<file path="src/rtl/aurora_pkg.sv">
// aurora_pkg: shared lane types, ordered sets and TX scheduler constants
package aurora_pkg;

    localparam int AXI_DATA_SIZE = 32;

    localparam int CC_PERIOD_DEF = 10000;
    localparam int CC_LEN_DEF    = 3;

    typedef enum logic [1:0] {
        NONE = 2'd0,
        CC   = 2'd1
    } ordered_sets_e;

    typedef logic [1:0] tx_sched_state_e;

    localparam tx_sched_state_e ST_DOWN = 2'd0;
    localparam tx_sched_state_e ST_RUN  = 2'd1;
    localparam tx_sched_state_e ST_CC   = 2'd2;

endpackage

</file>
<file path="src/rtl/cc_timer.sv">
// cc_timer: counts RUN cycles up to a CC insertion and the length of each insertion
module cc_timer #(
    parameter int CC_PERIOD = 16,
    parameter int CC_LEN    = 3
) (
    input  logic clk,
    input  logic rst_n,
    input  logic clr_i,
    input  logic run_i,
    input  logic cc_i,
    output logic cc_due_o,
    output logic cc_done_o
);

    localparam int W_CC  = $clog2(CC_PERIOD);
    localparam int W_LEN = CC_LEN > 1 ? $clog2(CC_LEN) : 1;
    localparam logic [W_CC-1:0]  CC_LAST  = W_CC'(CC_PERIOD - 1);
    localparam logic [W_LEN-1:0] LEN_LAST = W_LEN'(CC_LEN - 1);

    logic [W_CC-1:0]  cc_cnt_q, cc_cnt_d;
    logic [W_LEN-1:0] len_cnt_q, len_cnt_d;

    assign cc_due_o  = run_i && (cc_cnt_q == CC_LAST);
    assign cc_done_o = cc_i && (len_cnt_q == LEN_LAST);

    // Period counter runs only in RUN, restarts on insertion or link loss; length counter runs only in CC
    always_comb begin
        cc_cnt_d  = clr_i ? '0 : run_i ? (cc_due_o ? '0 : cc_cnt_q + 1'b1) : cc_cnt_q;
        len_cnt_d = (cc_i && !cc_done_o) ? len_cnt_q + 1'b1 : '0;
    end

    // Counter registers
    always_ff @(posedge clk or negedge rst_n) begin
        if (!rst_n) begin
            cc_cnt_q  <= '0;
            len_cnt_q <= '0;
        end else begin
            cc_cnt_q  <= cc_cnt_d;
            len_cnt_q <= len_cnt_d;
        end
    end

endmodule

</file>
<file path="src/rtl/tx_cc_scheduler.sv">
// tx_cc_scheduler: gates user TX beats on link state and steals the lane for periodic CC sequences
module tx_cc_scheduler
    import aurora_pkg::*;
#(
    parameter int CC_PERIOD = CC_PERIOD_DEF,
    parameter int CC_LEN    = CC_LEN_DEF
) (
    input  logic                     clk,
    input  logic                     rst_n,
    input  logic                     channel_up,
    input  logic                     s_axi_valid,
    input  logic                     s_axi_last,
    input  logic [AXI_DATA_SIZE-1:0] s_axi_data,
    output logic                     s_axi_ready,
    output logic                     m_axi_valid,
    output logic                     m_axi_last,
    output logic [AXI_DATA_SIZE-1:0] m_axi_data,
    output ordered_sets_e            os_override,
    output logic                     frame_abort
);

    tx_sched_state_e state_q, state_d;
    logic            cc_due, cc_done, xfer;
    logic            in_frame_q;

    cc_timer #(
        .CC_PERIOD (CC_PERIOD),
        .CC_LEN    (CC_LEN)
    ) u_cc_timer (
        .clk       (clk),
        .rst_n     (rst_n),
        .clr_i     (!channel_up || state_q == ST_DOWN),
        .run_i     (state_q == ST_RUN),
        .cc_i      (state_q == ST_CC),
        .cc_due_o  (cc_due),
        .cc_done_o (cc_done)
    );

    assign s_axi_ready = (state_q == ST_RUN) && !cc_due && channel_up;
    assign xfer        = s_axi_valid && s_axi_ready;

    // Link loss overrides everything, including an insertion already in progress
    always_comb begin
        state_d = !channel_up           ? ST_DOWN :
                  state_q == ST_DOWN    ? ST_RUN :
                  state_q == ST_RUN     ? (cc_due ? ST_CC : ST_RUN) :
                  cc_done               ? ST_RUN : ST_CC;
    end

    // State, output stage and frame tracking; os_override lines up with the m_* stage
    always_ff @(posedge clk or negedge rst_n) begin
        if (!rst_n) begin
            state_q     <= ST_DOWN;
            m_axi_valid <= 1'b0;
            m_axi_last  <= 1'b0;
            m_axi_data  <= '0;
            os_override <= NONE;
            frame_abort <= 1'b0;
            in_frame_q  <= 1'b0;
        end else begin
            state_q     <= state_d;
            m_axi_valid <= xfer;
            m_axi_last  <= xfer && s_axi_last;
            m_axi_data  <= xfer ? s_axi_data : m_axi_data;
            os_override <= (state_d == ST_CC) ? CC : NONE;
            frame_abort <= !channel_up && in_frame_q;
            in_frame_q  <= !channel_up ? 1'b0 : xfer ? !s_axi_last : in_frame_q;
        end
    end

endmodule
</file>
<file path="config.mk">
export PLATFORM = sky130hd
export DESIGN_NAME = tx_cc_scheduler
export DESIGN_NICKNAME = d
export VERILOG_FILES = /design/src/rtl/aurora_pkg.sv /design/src/rtl/cc_timer.sv /design/src/rtl/tx_cc_scheduler.sv
export SDC_FILE = /design/constraint.sdc
export NUM_CORES = 1
export LEC_CHECK = 0
export CORE_MARGIN = 2
export CORE_UTILIZATION = 45
export DETAILED_ROUTE_END_ITERATION = 8
export HOLD_SLACK_MARGIN = 0.02
export PLACE_DENSITY_LB_ADDON = 0.2
export SLEW_MARGIN = 20
export SYNTH_ARGS = -nofsm -noshare
export SYNTH_HDL_FRONTEND = slang
export SYNTH_SLANG_ARGS = --single-unit
</file>
<file path="constraint.sdc">
create_clock -name clk -period 2.5 [get_ports clk]
set_input_delay 0.5 -clock clk [delete_from_list [all_inputs] [get_ports clk]]
set_output_delay 0.5 -clock clk [all_outputs]
set_load 0.05 [all_outputs]
</file>
# [After elaboration in Yosys (flattened, before gate mapping)]
# Index checks and enable logic that the tools add are counted.
[word_totals] elab_cells=44 output_inout_bits=38 register_bits=55
[op_classes] mux=12 add_sub_neg=2 n_eq_ne=6 reduce_logical=15
[ops] operator="2-to-1 mux 14 bit" count=3
[ops] operator="adder 14 x 1 -> 14 bit, second input constant" count=1
[ops] operator="equality test 14 bit, second input constant" count=1
[ops] operator="2-to-1 mux 2 bit" count=6
[ops] operator="logical AND 1 bit" count=8
[ops] operator="equality test 2 bit, second input constant" count=3
[ops] operator="logical NOT 1 bit" count=4
[ops] operator="2-to-1 mux 1 bit" count=3
[ops] operator="adder 2 x 1 -> 2 bit, second input constant" count=1
[ops] operator="equality test 2 x 1 -> 1 bit, second input constant" count=1
[ops] operator="logical NOT 2 bit" count=1
[ops] operator="inequality test 2 x 1 -> 1 bit, second input constant" count=1
[ops] operator="nonzero test 2 bit" count=1
[ops] operator="logical OR 1 bit" count=1

# [Depth between registers and ports, before layout]
[depth] ltp_word=8 mapped_depth=7

# [Modules after synthesis]
# A second synthesis with hierarchy kept.
[unflattened] cells_unflattened=192 area_unflattened_um2=2549.9
[by_module_without_submodules] module="tx_cc_scheduler" cells_each=92 area_per_inst_um2=1591.5 n_inst=1 seq_area_each_um2=975.9
[by_module_without_submodules] module="cc_timer" cells_each=100 area_per_inst_um2=958.4 n_inst=1 seq_area_each_um2=400.4

# [Worst setup path before layout]
# No wires, ideal clock.
[synth_timing] path_type="register to output" from="register u_cc_timer.cc_cnt_q[6]" to="output s_axi_ready" path_slack_ps=241 arrival_time_ps=1759 t_required_ps=2000 path_stages_with_launch=6 cell_sequence="dfrtp_1 or4b_4 or4_4 buf_6 nand2_4 inv_2"
[synth_between] elab_chain_len=5
[synth_lines] item="start, declared" line_no="cc_timer.sv:20" text="logic [W_CC-1:0] cc_cnt_q, cc_cnt_d;"
[synth_lines] item="start signal, assigned" line_no="cc_timer.sv:38" text="cc_cnt_q <= cc_cnt_d;"
[synth_lines] item="equality test 14 bit" line_no="cc_timer.sv:23" text="assign cc_due_o = run_i && (cc_cnt_q == CC_LAST);"
[synth_lines] item="logical AND 1 bit" line_no="cc_timer.sv:23"
[synth_lines] item="logical NOT 1 bit" line_no="tx_cc_scheduler.sv:39" text="assign s_axi_ready = (state_q == ST_RUN) && !cc_due && channel_up;"
[synth_lines] item="logical AND 1 bit (2 in a row)" line_no="tx_cc_scheduler.sv:39"
[synth_lines] item="end, declared" line_no="tx_cc_scheduler.sv:14" text="output logic s_axi_ready,"
# Every way passes these cells.

# [Worst setup path in the final report]
# Ends and elaborated chain as after synthesis.

==> flow_summary.toml <==
[place]
placed_area_mm2 = 0.003182
dp_hpwl_mm = 3.727
finalWeightedCongestion = 0.8749
io_buffer_count = 73

[cells_and_area]
layout-drive-gt1-share_pct = 12.13
final_nets = 310
fin_util_pct = 65.09
diodes = 0
nFillCells = 423
areaGrowthSynthToFinish_pct = 40.14
multi_input_area_um2 = 912.1
finalInstanceArea_mm2 = 0.003324
seqCellArea_mm2 = 0.001376

[die]
die_w_um = 76.61
core_area_mm2 = 0.005107
dieArea_mm2 = 0.005868
initial_core_util_pct = 46.45
die_h_um = 76.61
io_pins = 75
rows = 26

[clock_tree]
cts_root_buf = "clkbuf_8"
cts_buffer_depth = 2
clock_sinks = 55
clk_pin_slew_ns = 0.10
cts_hold_buf = 0
cts-buffers-inserted = 5
cts_htree_levels = 2
cts_tree = "done"
clk_latency_ns = 0.31

[synthesis]
seq_area_frac_synth_pct = 58.02
async_flop_share_pct = 100.0
netlist_instances = 186
synth.distinct_cells = 38
syn_avg_cell_area_um2 = 12.75
synth_flop_cell = "dfrtp_1"
ys_ff_latch = 55
netlist_area_mm2 = 0.002372
synth_nets = 225
yosys_warnings = 0
synth_edf_count = 0

[job]
maxCapViolCount = 0

[power]
seqPwrFrac_pct = 44.9
netSwitchingFraction_pct = 36.19
clkPwrFrac_pct = 20.3
power.switching_uw = 849.2
ir_worst_vdd_v = 0.0003346
total_leakage_power_uw = 0.001406
power_density_mw_per_mm2 = 705.8
p_comb_share_pct = 34.8
internal_power_uw = 1497

[timing]
final-setup-viol-count = 0
period_share_pct = 99.42
worstMarginPinSlew_ns = 0.6850
fin_skew_ns = 0.01113
max_freq_mhz = 402.3
holdWs_ns = 0.3126
relSlewSlack_pct = 54.33
hold_viol = 0
finalCriticalPeriod_ns = 2.485
rsz0062_at_grt = "yes"
timing.setup.tns_ns = 0
slew_viol_final = 0

[critical_path]
critPathRequiredTime_ns = 2.00
endpoint_kind = "primary output"
critPathMaxFanout = 3
worstSetupPathType = "reg -> out"
cp_data_arrival_time_ns = 1.99
reg2reg_slack_ns = 0.25
cp-start-kind = "flop"

[routing]
drt_iter0_drc = 76
vias = 1798
antenna_left = 0
totalWireLength_mm = 5.204
drc = 0
routedWlPerCell_um = 15.22
vias_per_cell = 5.257
firstDrtPassIters = 4

[global_route]
top_usage_layer = "met2"
antenna_found_initial = 0
use_met3_pct = 4.028
grt_max_degree = 56
use_met1_pct = 25.64
met2_usage_pct = 30.27
track_usage_pct = 18.92
gr-total-overflow = 0
grt_pass1_vias = 1751
grt_pass1_wl_mm = 8.804

[outcome]
outcome = "finished clean"

[min_path]
hold_path.class = "in -> async"
## critical path: stages (launching register included)
cell	delay [ns]
dfrtp_1	0.41
or4b_4	0.55
or4_4	0.45
nand2_4	0.10
inv_4	0.04
buf_12	0.14
## layout by cell type, fill, tap and decap left out, types with 2 or more instances in the layout
cell / instances
clkdlybuf4s50_1: 71
dfrtp_1: 55
mux2_1: 27
buf_4: 11
nand2_1: 10
nor2_1: 10
a31oi_1: 8
nand3_1: 7
nand4_1: 6
inv_1: 5
nor3_1: 5
mux2_2: 5
clkbuf_8: 5
or3_1: 4
and2_1: 4
xor2_1: 4
nor2b_1: 3
xnor2_1: 3
nor4_1: 2
and4_1: 2
buf_12: 2
## Yosys cell counts (2+ instances only)
master	n	area, um2
and2_1	4	25.02
xor2_1	4	35.03
ha_1	2	25.02
buf_6	4	45.04
nand2_1	10	37.54
nor2_1	10	37.54
nand3_1	7	35.03
inv_1	5	18.77
nor2b_1	3	18.77
a31oi_1	8	50.05
nor3_1	5	25.02
nor4_1	2	12.51
mux2_1	27	304.0
mux2_2	5	56.30
nand4_1	6	37.54
buf_4	2	15.01
and4_1	2	17.52
dfrtp_1	55	1376
or3_1	4	25.02
xnor2_1	3	26.28
## power by group through the flow
stage	Clock (uW)	Sequential (uW)	Combinational (uW)
floorplan	0	1450	109
global placement	0	1060	813
detailed placement	0	1070	821
CTS	503	1050	823
global route	539	1070	848
finish	477	1050	817
## stage by stage
stage	total power, uW	setup slack, ns	instances
4_1_cts	2380	0.01309	339
3_3_place_gp	1878	0.2632	327
6_report	2346	0.01456	342
3_5_place_dp	1894	0.2260	327
5_1_grt	2454	-0.04719	342
2_1_floorplan	1561	0.2410	186
## layout make-up
class | instances | share of cell area (%)
Clock inverter | 2 | 0.3764
Sequential cell | 55 | 41.40
Clock buffer | 6 | 2.183
Timing Repair Buffer | 85 | 25.22
Tap cell | 70 | 2.635
Multi-Input combinational cell | 118 | 27.44
Inverter | 6 | 0.7527
## state kept, by name, summed over array words and instances (netlist names)
signal / flops
u_cc_timer.len_cnt_q: 2
u_cc_timer.cc_cnt_q: 14
frame_abort: 1
m_axi_last: 1
os_override: 1
m_axi_valid: 1
in_frame_q: 1
m_axi_data: 32
state_q: 2
## timing repair
item	in CTS	in global routing
resized for setup	1	1
setup endpoints to repair	1	1
setup buffers	4	3
pin swaps	1	0
## final timing paths
path | from | to | cells past startpoint
setup / recovery | u_cc_timer.cc_cnt_q[6] | s_axi_ready | 5
hold / removal | rst_n | m_axi_data[15] | 2
setup reg to reg | u_cc_timer.cc_cnt_q[1] | m_axi_data[10] | 7
hold reg to reg | u_cc_timer.len_cnt_q[0] | u_cc_timer.len_cnt_q[0] | 1
max in group asynchronous | rst_n | m_axi_data[30] | 2
min in group clk | u_cc_timer.len_cnt_q[0] | u_cc_timer.len_cnt_q[0] | 1
## kinds of logic (layout without fill, tap and decap cells)
| family | Yosys count | count (layout) | synth area share [%] |
|---|---|---|---|
| simple gates | 59 | 59 | 13.82 |
| flops | 55 | 55 | 58.02 |
| mux | 33 | 33 | 15.61 |
| compound gates | 16 | 16 | 5.116 |
| buf+inv | 13 | 99 | 3.639 |
| xor+xnor | 7 | 7 | 2.584 |
| fa+ha+maj | 2 | 2 | 1.055 |
| other cells | 1 | 1 | 0.1581 |
## routing by layer
metal	routed length (um)	vias to the layer above
met1	2353	883
met3	274	6
li1	-	836
met5	0	-
met2	2502	73
met4	74	0
No activity file was read; power rests on OpenSTA's default activity.
